[src/rtl/fetch_ctrl_if.sv]
// Loader stream and instruction-cache write port bundle for fetch_ctrl.
// The controller connects through the slave modport; the loader/cache side uses master.
interface fetch_ctrl_if #(
    parameter int XLEN = 64
);
    logic            load_valid;
    logic            load_ready;
    logic [31:0]     load_data;
    logic            load_last;
    logic            wr_instr_en;
    logic [31:0]     wr_instr;
    logic [XLEN-1:0] wr_addr;

    modport master (
        output load_valid, load_data, load_last,
        input  load_ready, wr_instr_en, wr_instr, wr_addr
    );

    modport slave (
        input  load_valid, load_data, load_last,
        output load_ready, wr_instr_en, wr_instr, wr_addr
    );
endinterface

[src/rtl/fetch_ctrl.sv]
// Fetch-stage sequencer: boots the instruction cache from a streaming loader, then drives PC/fetch/flush.
// Optional performance counters are enabled by defining FETCH_CTRL_PERF_EN.
module fetch_ctrl #(
    parameter int XLEN         = 64,
    parameter int LOAD_DEPTH   = 1024,
    parameter int FLUSH_CYCLES = 2
) (
    input  logic            clk_i,
    input  logic            rst_i,
    input  logic            load_start_i,
    input  logic            run_i,
    input  logic            halt_i,
    fetch_ctrl_if.slave     ld,
    input  logic            stall_i,
    input  logic            branch_taken_i,
    input  logic [XLEN-1:0] branch_pc_i,
    output logic            pc_en_o,
    output logic            pc_src_o,
    output logic [XLEN-1:0] branch_pc_o,
    output logic            if_en_o,
    output logic            flush_o,
    output logic            loaded_o,
    output logic [2:0]      state_o
`ifdef FETCH_CTRL_PERF_EN
    ,
    output logic [31:0]     perf_stall_o,
    output logic [31:0]     perf_flush_o
`endif
);

    localparam int CW = $clog2(LOAD_DEPTH);
    localparam int FW = (FLUSH_CYCLES > 1) ? $clog2(FLUSH_CYCLES) : 1;
    localparam logic [CW-1:0] LAST_IDX   = CW'(LOAD_DEPTH - 1);
    localparam logic [FW-1:0] FLUSH_INIT = FW'(FLUSH_CYCLES - 1);

    typedef enum logic [2:0] {
        S_IDLE  = 3'd0,
        S_LOAD  = 3'd1,
        S_RUN   = 3'd2,
        S_FLUSH = 3'd3,
        S_HALT  = 3'd4
    } state_e;

    state_e          state_q, state_d;
    logic [CW-1:0]   count_q, count_d;
    logic [FW-1:0]   flush_cnt_q, flush_cnt_d;
    logic            loaded_q, loaded_d;
    logic [XLEN-1:0] branch_pc_q, branch_pc_d;

    logic            load_ready, wr_en;
    logic [31:0]     wr_data;
    logic [XLEN-1:0] wr_addr, branch_pc_out;
    logic            pc_en, pc_src, if_en, flush;

    always_comb begin
        // NOTE: every signal gets a default before the case so no path leaves one unassigned (no latches).
        state_d       = state_q;
        count_d       = count_q;
        flush_cnt_d   = flush_cnt_q;
        loaded_d      = loaded_q;
        branch_pc_d   = branch_pc_q;
        branch_pc_out = branch_pc_q;
        load_ready    = 1'b0;
        wr_en         = 1'b0;
        wr_data       = '0;
        wr_addr       = '0;
        pc_en         = 1'b0;
        pc_src        = 1'b0;
        if_en         = 1'b0;
        flush         = 1'b0;

        unique case (state_q)
            S_IDLE, S_HALT: begin
                if (load_start_i) begin
                    state_d = S_LOAD;
                    count_d = '0;
                end else if (run_i && loaded_q) begin
                    state_d = S_RUN;
                end
            end
            S_LOAD: begin
                load_ready = 1'b1;
                if (ld.load_valid) begin
                    wr_en   = 1'b1;
                    wr_data = ld.load_data;
                    wr_addr = XLEN'({count_q, 2'b00});
                    count_d = count_q + CW'(1);
                    // The image ends on the flagged word or when the cache window is full.
                    if (ld.load_last || count_q == LAST_IDX) begin
                        state_d  = S_IDLE;
                        loaded_d = 1'b1;
                    end
                end
            end
            S_RUN: begin
                if (halt_i) begin
                    state_d = S_HALT;
                end else if (branch_taken_i) begin
                    pc_en         = 1'b1;
                    pc_src        = 1'b1;
                    flush         = 1'b1;
                    branch_pc_d   = branch_pc_i;
                    branch_pc_out = branch_pc_i;
                    if (FLUSH_CYCLES > 1) begin
                        state_d     = S_FLUSH;
                        flush_cnt_d = FLUSH_INIT;
                    end
                end else if (!stall_i) begin
                    pc_en = 1'b1;
                    if_en = 1'b1;
                end
            end
            S_FLUSH: begin
                // Branches seen here come from the wrong path and are dropped.
                flush       = 1'b1;
                pc_en       = !stall_i;
                flush_cnt_d = flush_cnt_q - FW'(1);
                if (halt_i) begin
                    state_d = S_HALT;
                end else if (flush_cnt_q == FW'(1)) begin
                    state_d = S_RUN;
                end
            end
            default: state_d = S_IDLE;
        endcase
    end

    always_ff @(posedge clk_i) begin
        // NOTE: sequential state uses non-blocking assignments so all flops update together at the edge.
        if (rst_i) begin
            state_q     <= S_IDLE;
            count_q     <= '0;
            flush_cnt_q <= '0;
            loaded_q    <= 1'b0;
            branch_pc_q <= '0;
        end else begin
            state_q     <= state_d;
            count_q     <= count_d;
            flush_cnt_q <= flush_cnt_d;
            loaded_q    <= loaded_d;
            branch_pc_q <= branch_pc_d;
        end
    end

    assign ld.load_ready  = load_ready;
    assign ld.wr_instr_en = wr_en;
    assign ld.wr_instr    = wr_data;
    assign ld.wr_addr     = wr_addr;
    assign pc_en_o        = pc_en;
    assign pc_src_o       = pc_src;
    assign branch_pc_o    = branch_pc_out;
    assign if_en_o        = if_en;
    assign flush_o        = flush;
    assign loaded_o       = loaded_q;
    assign state_o        = state_q;

`ifdef FETCH_CTRL_PERF_EN
    logic        stall_evt, branch_evt;
    logic [31:0] perf_stall_q, perf_stall_d, perf_flush_q, perf_flush_d;

    assign stall_evt  = (state_q == S_RUN) && stall_i && !branch_taken_i && !halt_i;
    assign branch_evt = (state_q == S_RUN) && branch_taken_i && !halt_i;

    // Both counters saturate rather than wrap.
    always_comb begin
        perf_stall_d = perf_stall_q;
        perf_flush_d = perf_flush_q;
        if (stall_evt && perf_stall_q != '1)  perf_stall_d = perf_stall_q + 32'd1;
        if (branch_evt && perf_flush_q != '1) perf_flush_d = perf_flush_q + 32'd1;
    end

    always_ff @(posedge clk_i) begin
        if (rst_i) begin
            perf_stall_q <= '0;
            perf_flush_q <= '0;
        end else begin
            perf_stall_q <= perf_stall_d;
            perf_flush_q <= perf_flush_d;
        end
    end

    assign perf_stall_o = perf_stall_q;
    assign perf_flush_o = perf_flush_q;
`endif

endmodule

[src/flat_wrapper.sv]
// flat-port wrapper written by rule: the top's interface ports become plain ports
module fetch_ctrl_flat 
#(
    parameter int XLEN         = 64,
    parameter int LOAD_DEPTH   = 1024,
    parameter int FLUSH_CYCLES = 2
)
  (clk_i, rst_i, load_start_i, run_i, halt_i, stall_i, branch_taken_i, branch_pc_i, pc_en_o, pc_src_o, branch_pc_o, if_en_o, flush_o, loaded_o, state_o, ld_load_valid, ld_load_data, ld_load_last, ld_load_ready, ld_wr_instr_en, ld_wr_instr, ld_wr_addr);
  fetch_ctrl_if #(.XLEN(XLEN)) ld_i ();
  input  logic clk_i;
  input  logic rst_i;
  input  logic load_start_i;
  input  logic run_i;
  input  logic halt_i;
  input  logic stall_i;
  input  logic branch_taken_i;
  input  logic [XLEN-1:0] branch_pc_i;
  output logic pc_en_o;
  output logic pc_src_o;
  output logic [XLEN-1:0] branch_pc_o;
  output logic if_en_o;
  output logic flush_o;
  output logic loaded_o;
  output logic [2:0] state_o;
  input wire logic [$bits(ld_i.load_valid)-1:0] ld_load_valid;
  input wire logic [$bits(ld_i.load_data)-1:0] ld_load_data;
  input wire logic [$bits(ld_i.load_last)-1:0] ld_load_last;
  output wire logic [$bits(ld_i.load_ready)-1:0] ld_load_ready;
  output wire logic [$bits(ld_i.wr_instr_en)-1:0] ld_wr_instr_en;
  output wire logic [$bits(ld_i.wr_instr)-1:0] ld_wr_instr;
  output wire logic [$bits(ld_i.wr_addr)-1:0] ld_wr_addr;
  assign ld_i.load_valid = ld_load_valid;
  assign ld_i.load_data = ld_load_data;
  assign ld_i.load_last = ld_load_last;
  assign ld_load_ready = ld_i.load_ready;
  assign ld_wr_instr_en = ld_i.wr_instr_en;
  assign ld_wr_instr = ld_i.wr_instr;
  assign ld_wr_addr = ld_i.wr_addr;
  fetch_ctrl #(.XLEN(XLEN), .LOAD_DEPTH(LOAD_DEPTH), .FLUSH_CYCLES(FLUSH_CYCLES)) u_core (.clk_i(clk_i), .rst_i(rst_i), .load_start_i(load_start_i), .run_i(run_i), .halt_i(halt_i), .ld(ld_i), .stall_i(stall_i), .branch_taken_i(branch_taken_i), .branch_pc_i(branch_pc_i), .pc_en_o(pc_en_o), .pc_src_o(pc_src_o), .branch_pc_o(branch_pc_o), .if_en_o(if_en_o), .flush_o(flush_o), .loaded_o(loaded_o), .state_o(state_o));
endmodule
[config.mk]
export PLATFORM = sky130hd
export DESIGN_NAME = fetch_ctrl_flat
export DESIGN_NICKNAME = d
export VERILOG_FILES = /design/src/rtl/fetch_ctrl_if.sv /design/src/rtl/fetch_ctrl.sv /design/src/flat_wrapper.sv
export SDC_FILE = /design/constraint.sdc
export NUM_CORES = 1
export LEC_CHECK = 0
export CORE_MARGIN = 2
export CORE_UTILIZATION = 39
export DETAILED_ROUTE_END_ITERATION = 8
export PLACE_DENSITY_LB_ADDON = 0.08
export SYNTH_ARGS = -nofsm -noshare
export SYNTH_HDL_FRONTEND = slang
export SYNTH_SLANG_ARGS = --single-unit
[constraint.sdc]
create_clock -name clk_i -period 3.7 [get_ports clk_i]
set_input_delay 0.37 -clock clk_i [delete_from_list [all_inputs] [get_ports clk_i]]
set_output_delay 0.37 -clock clk_i [all_outputs]
set_load 0.02 [all_outputs]
Word level (Yosys, flattened, before mapping) --
Cells that the tools add are included.
Operators by class: $add $sub $neg 2, equality and inequality tests 13, multiplexer cells 36, reduce and logical (&&, ||, !) cells 11
Operator list (number):
- $mux W64 | 4
- $mux W32 | 2
- $mux W3 | 8
- $mux W10 | 2
- $pmux W10 S2 | 1
- $mux W1 | 14
- $mux W12 | 1
- $pmux W3 S4 | 1
- $add A10 B1 Y10 const B | 1
- $eq A10 B10 Y1 const B | 1
- $reduce_and A3 Y1 | 3
- $ne A2 B2 Y1 const B | 4
- $eq A3 B2 Y1 const B | 2
- $ne A3 B2 Y1 const B | 2
- $pmux W1 S2 | 3
- $reduce_and A5 Y1 | 1
- $reduce_bool A2 Y1 | 2
- $eq A3 B1 Y1 const B | 1
- $eq A3 B3 Y1 const B | 1
- $logic_not A3 Y1 | 1
- $ne A3 B3 Y1 const B | 1
- $ne A2 B1 Y1 const B | 1
- $reduce_or A2 Y1 | 1
- $logic_and A1 B1 Y1 | 1
- other kinds (3) | 3
Word-level totals: flip-flop bits (word level) 79, output and inout bits 170, logic and storage cells 67

Depth between registers and ports, before layout --
word-level depth 5, depth in mapped cells 7

Least setup slack after synthesis --
OpenSTA, ideal clock, no wires.
kind register to output, start point register u_core.state_q[0] (netlist: u_core.state_o[0]), end point output ld_wr_addr[10], data arrival time 1545 ps, data required time 3330 ps, setup slack 1785 ps, stages on the path, launching flop included 6, path buffers 2, cells stage by stage dfxtp_1 > buf_2 > nand4bb_1 > inv_1 > clkbuf_1 > and2_1
On the way: longest elaborated chain between the ends 2
RTL lines:
- start: declaration | RTL line fetch_ctrl.sv:44 | state_e state_q, state_d;
- start signal: assignment | RTL line fetch_ctrl.sv:137 | state_q <= state_d;
- $eq A3 B1 Y1 | RTL line fetch_ctrl.sv:72 | unique case (state_q)
- $mux W64 | RTL line fetch_ctrl.sv:72
- end: declaration | RTL line flat_wrapper.sv:31 | output wire logic [$bits(ld_i.wr_addr)-1:0] ld_wr_addr;
No other way between the ends.

Final worst setup path --
start point input halt_i, end point output branch_pc_o[53]
On the way: longest elaborated chain between the ends 2
RTL lines:
- start: declaration | RTL line flat_wrapper.sv:14 | input logic halt_i;
- $mux W64 | RTL line fetch_ctrl.sv:96 | if (halt_i) begin
- $mux W64 | RTL line fetch_ctrl.sv:72
- end: declaration | RTL line flat_wrapper.sv:20 | output logic [XLEN-1:0] branch_pc_o;
No other way between the ends.

==> results_dict.tcl <==
set metrics [dict create \
    placed_area_um2 6300 \
    crit_fanout 28 \
    powerDensity_nw_per_um2 347 \
    dr.pass1.iters 4 \
    die_h_um 108 \
    dr_total_vias 3454 \
    layout-drive-gt1-share 0.145 \
    wl_um 10900 \
    peakVddDrop_uv 209 \
    syn-cell-area_um2 4210 \
    post-route-period-util 0.873 \
    worst_slack_ns 0.469 \
    globalplace.congestion 0.856 \
    syn_inst 411 \
    worstMarginPinSlew_ns 0.593 \
    start_util 0.404 \
    r2r-end "u_core.branch_pc_q[43]" \
    grt_max_degree 45 \
    end_kind "output port" \
    viasPerCell 4.53 \
    layoutNonFillerInstCount 763 \
    ys_seq_elements 79 \
    dp.cells 747 \
    dr.first_iter.drc_count 125 \
    r2r-start "u_core.state_o[2]" \
    yosysSeqAreaShare 0.376 \
    rr_worst_depth 5 \
    setup_tns_ns 0 \
    antenna_found_initial 0 \
    drtAntennaViolNets 0 \
    cts_resized 0 \
    hold_class "flop to flop" \
    p_leak_nw 2.72 \
    die-area_um2 11600 \
    drv_cap 0 \
    antenna_cells 0 \
    ff2ff_setup_slack_ns 1.58 \
    drc 0 \
    arrival_ns 2.86 \
    endpoint "branch_pc_o[53]" \
    fin_crit_ns 3.23 \
    ios 275 \
    grt_usage 0.182 \
    cts_buffers 9 \
    grt.overflow.total 0 \
    place_ws_ns 0.464 \
    cts_setup_buffers 0 \
    synth_edf_count 0 \
    skew_ns 0.0125 \
    area_growth_pct 54.4 \
    crit_path_start "halt_i" \
    clock_sinks 79 \
    finalMaxSlewViolations 0 \
    start_kind "primary input" \
    dieWidth_um 108 \
    std_cell_rows 37 \
    ys.flop_type "dfxtp_1" \
    wl_per_cell_um 14.3 \
    setup_viol 0 \
    num-fill-cells 897 \
    layout_commonest_cell "clkdlybuf4s50_1" \
    cts_tree "yes" \
    port_buffers 220 \
    cp.required_ns 3.33 \
    crit_type "primary input to output port" \
    core-area_um2 10400 \
    max_freq_ghz 0.309 \
    synth_warnings 0 \
    grt_pass1_vias 3334 \
    rsz0062_at_grt "false" \
    ctsHoldBuffers 0 \
    outcome "finished clean" \
    relSlewSlack 0.595 \
    final_area_um2 6500 \
    synthDistinctLibCells 43 \
    syn_avg_cell_area_um2 10.2 \
    final_cell_mix "219 x clkdlybuf4s50_1, 79 x dfxtp_1, 64 x nor2b_1, 54 x conb_1, 44 x mux2_4" \
    hold_viol_final 0 \
    nets 728 \
    cts_buffer_depth 2 \
    synthArstFlopShare 0 \
    dp_hpwl_um 8310 \
    clk_latency_ns 0.34 \
    clk_pin_slew_ns 0.08 \
    grt_first_pass_wirelength_um 16800 \
    root_buffer "clkbuf_8" \
    h-tree-depth 3 \
]
==> cells by family after synthesis <==
logic type,Yosys count,synth area share
fa+ha+maj,1,0.00297
buf+inv,83,0.136
compound gates,36,0.0559
other cells,1,0.000890
mux,64,0.210
flops,79,0.376
simple gates,146,0.216
xor+xnor,1,0.00208
==> critical path, stage by stage <==
cell and delay [ns]:
clkdlybuf4s50_1 0.52, nor3b_4 0.34, nand3_4 0.39, buf_12 0.34
mux2_2 0.25, clkdlybuf4s50_1 0.63
==> stage by stage <==
| step | hold WS (ns) | util | power [mW] |
|---|---|---|---|
| 2_1_floorplan | 0.454 | - | 1.35 |
| 3_3_place_gp | 0.473 | 0.605 | 1.61 |
| 3_5_place_dp | 0.484 | 0.605 | 1.62 |
| 4_1_cts | 0.499 | 0.624 | 2.28 |
| 5_1_grt | 0.531 | 0.624 | 2.37 |
| 6_report | 0.498 | 0.624 | 2.26 |
==> worst min path at each step <==
stage	from	to	slack, ns	cells after the start
4_1_cts	u_core.count_q[5]	u_core.count_q[5]	0.50	2
6_report	u_core.count_q[5]	u_core.count_q[5]	0.50	2
2_1_floorplan	u_core.flush_cnt_q	u_core.flush_cnt_q	0.45	1
5_1_grt	u_core.count_q[5]	u_core.count_q[5]	0.53	2
3_3_place_gp	u_core.count_q[5]	u_core.count_q[5]	0.47	2
3_5_place_dp	u_core.count_q[5]	u_core.count_q[5]	0.48	2
==> per-layer routing <==
| metal | vias to the layer above | wire (µm) | global-route usage |
|---|---|---|---|
| li1 | 1683 | - | - |
| met5 | - | 0 | 0 |
| met2 | 172 | 5420 | 0.314 |
| met3 | 15 | 917 | 0.0496 |
| met1 | 1584 | 4390 | 0.216 |
| met4 | 0 | 201 | 0.0659 |
==> sequential cells by signal, indices dropped and copies added, names as in the netlist <==
name                flops
u_core.branch_pc_q     64
u_core.count_q         10
u_core.flush_cnt_q      1
u_core.loaded_o         1
u_core.state_o          3
==> report_power, final <==
| group | switching [mW] | total, mW | leakage, nW | internal (mW) |
|---|---|---|---|---|
| registers | 0.0204 | 0.903 | 0.638 | 0.883 |
| logic | 0.333 | 0.692 | 1.98 | 0.359 |
| clock network | 0.324 | 0.661 | 0.101 | 0.337 |
| total | 0.678 | 2.26 | 2.72 | 1.58 |
==> layout make-up <==
type / instances / area (µm²) / share of cell area
clock buffers: 11 / 141 / 0.0217
multi-input cells: 302 / 2260 / 0.348
flip-flops and latches: 79 / 1580 / 0.243
well taps: 136 / 170 / 0.0262
inverters: 4 / 15.0 / 0.00231
repair buffers: 226 / 2270 / 0.349
clock inverters: 5 / 63.8 / 0.00981
==> synth_stat cells, types with 3 or more instances <==
cell	number	share of area
nand2_1	4	0.0036
inv_1	4	0.0036
and2_1	42	0.062
buf_4	54	0.096
a21oi_1	13	0.015
o21ai_0	5	0.0059
nand2b_1	3	0.0045
clkbuf_1	13	0.012
dfxtp_1	79	0.38
a31o_2	3	0.0062
mux2_4	44	0.16
buf_6	7	0.019
buf_2	5	0.0059
mux2_2	20	0.053
nor2_1	12	0.011
nor2b_1	64	0.095
No activity file was read; power rests on OpenSTA's default activity.
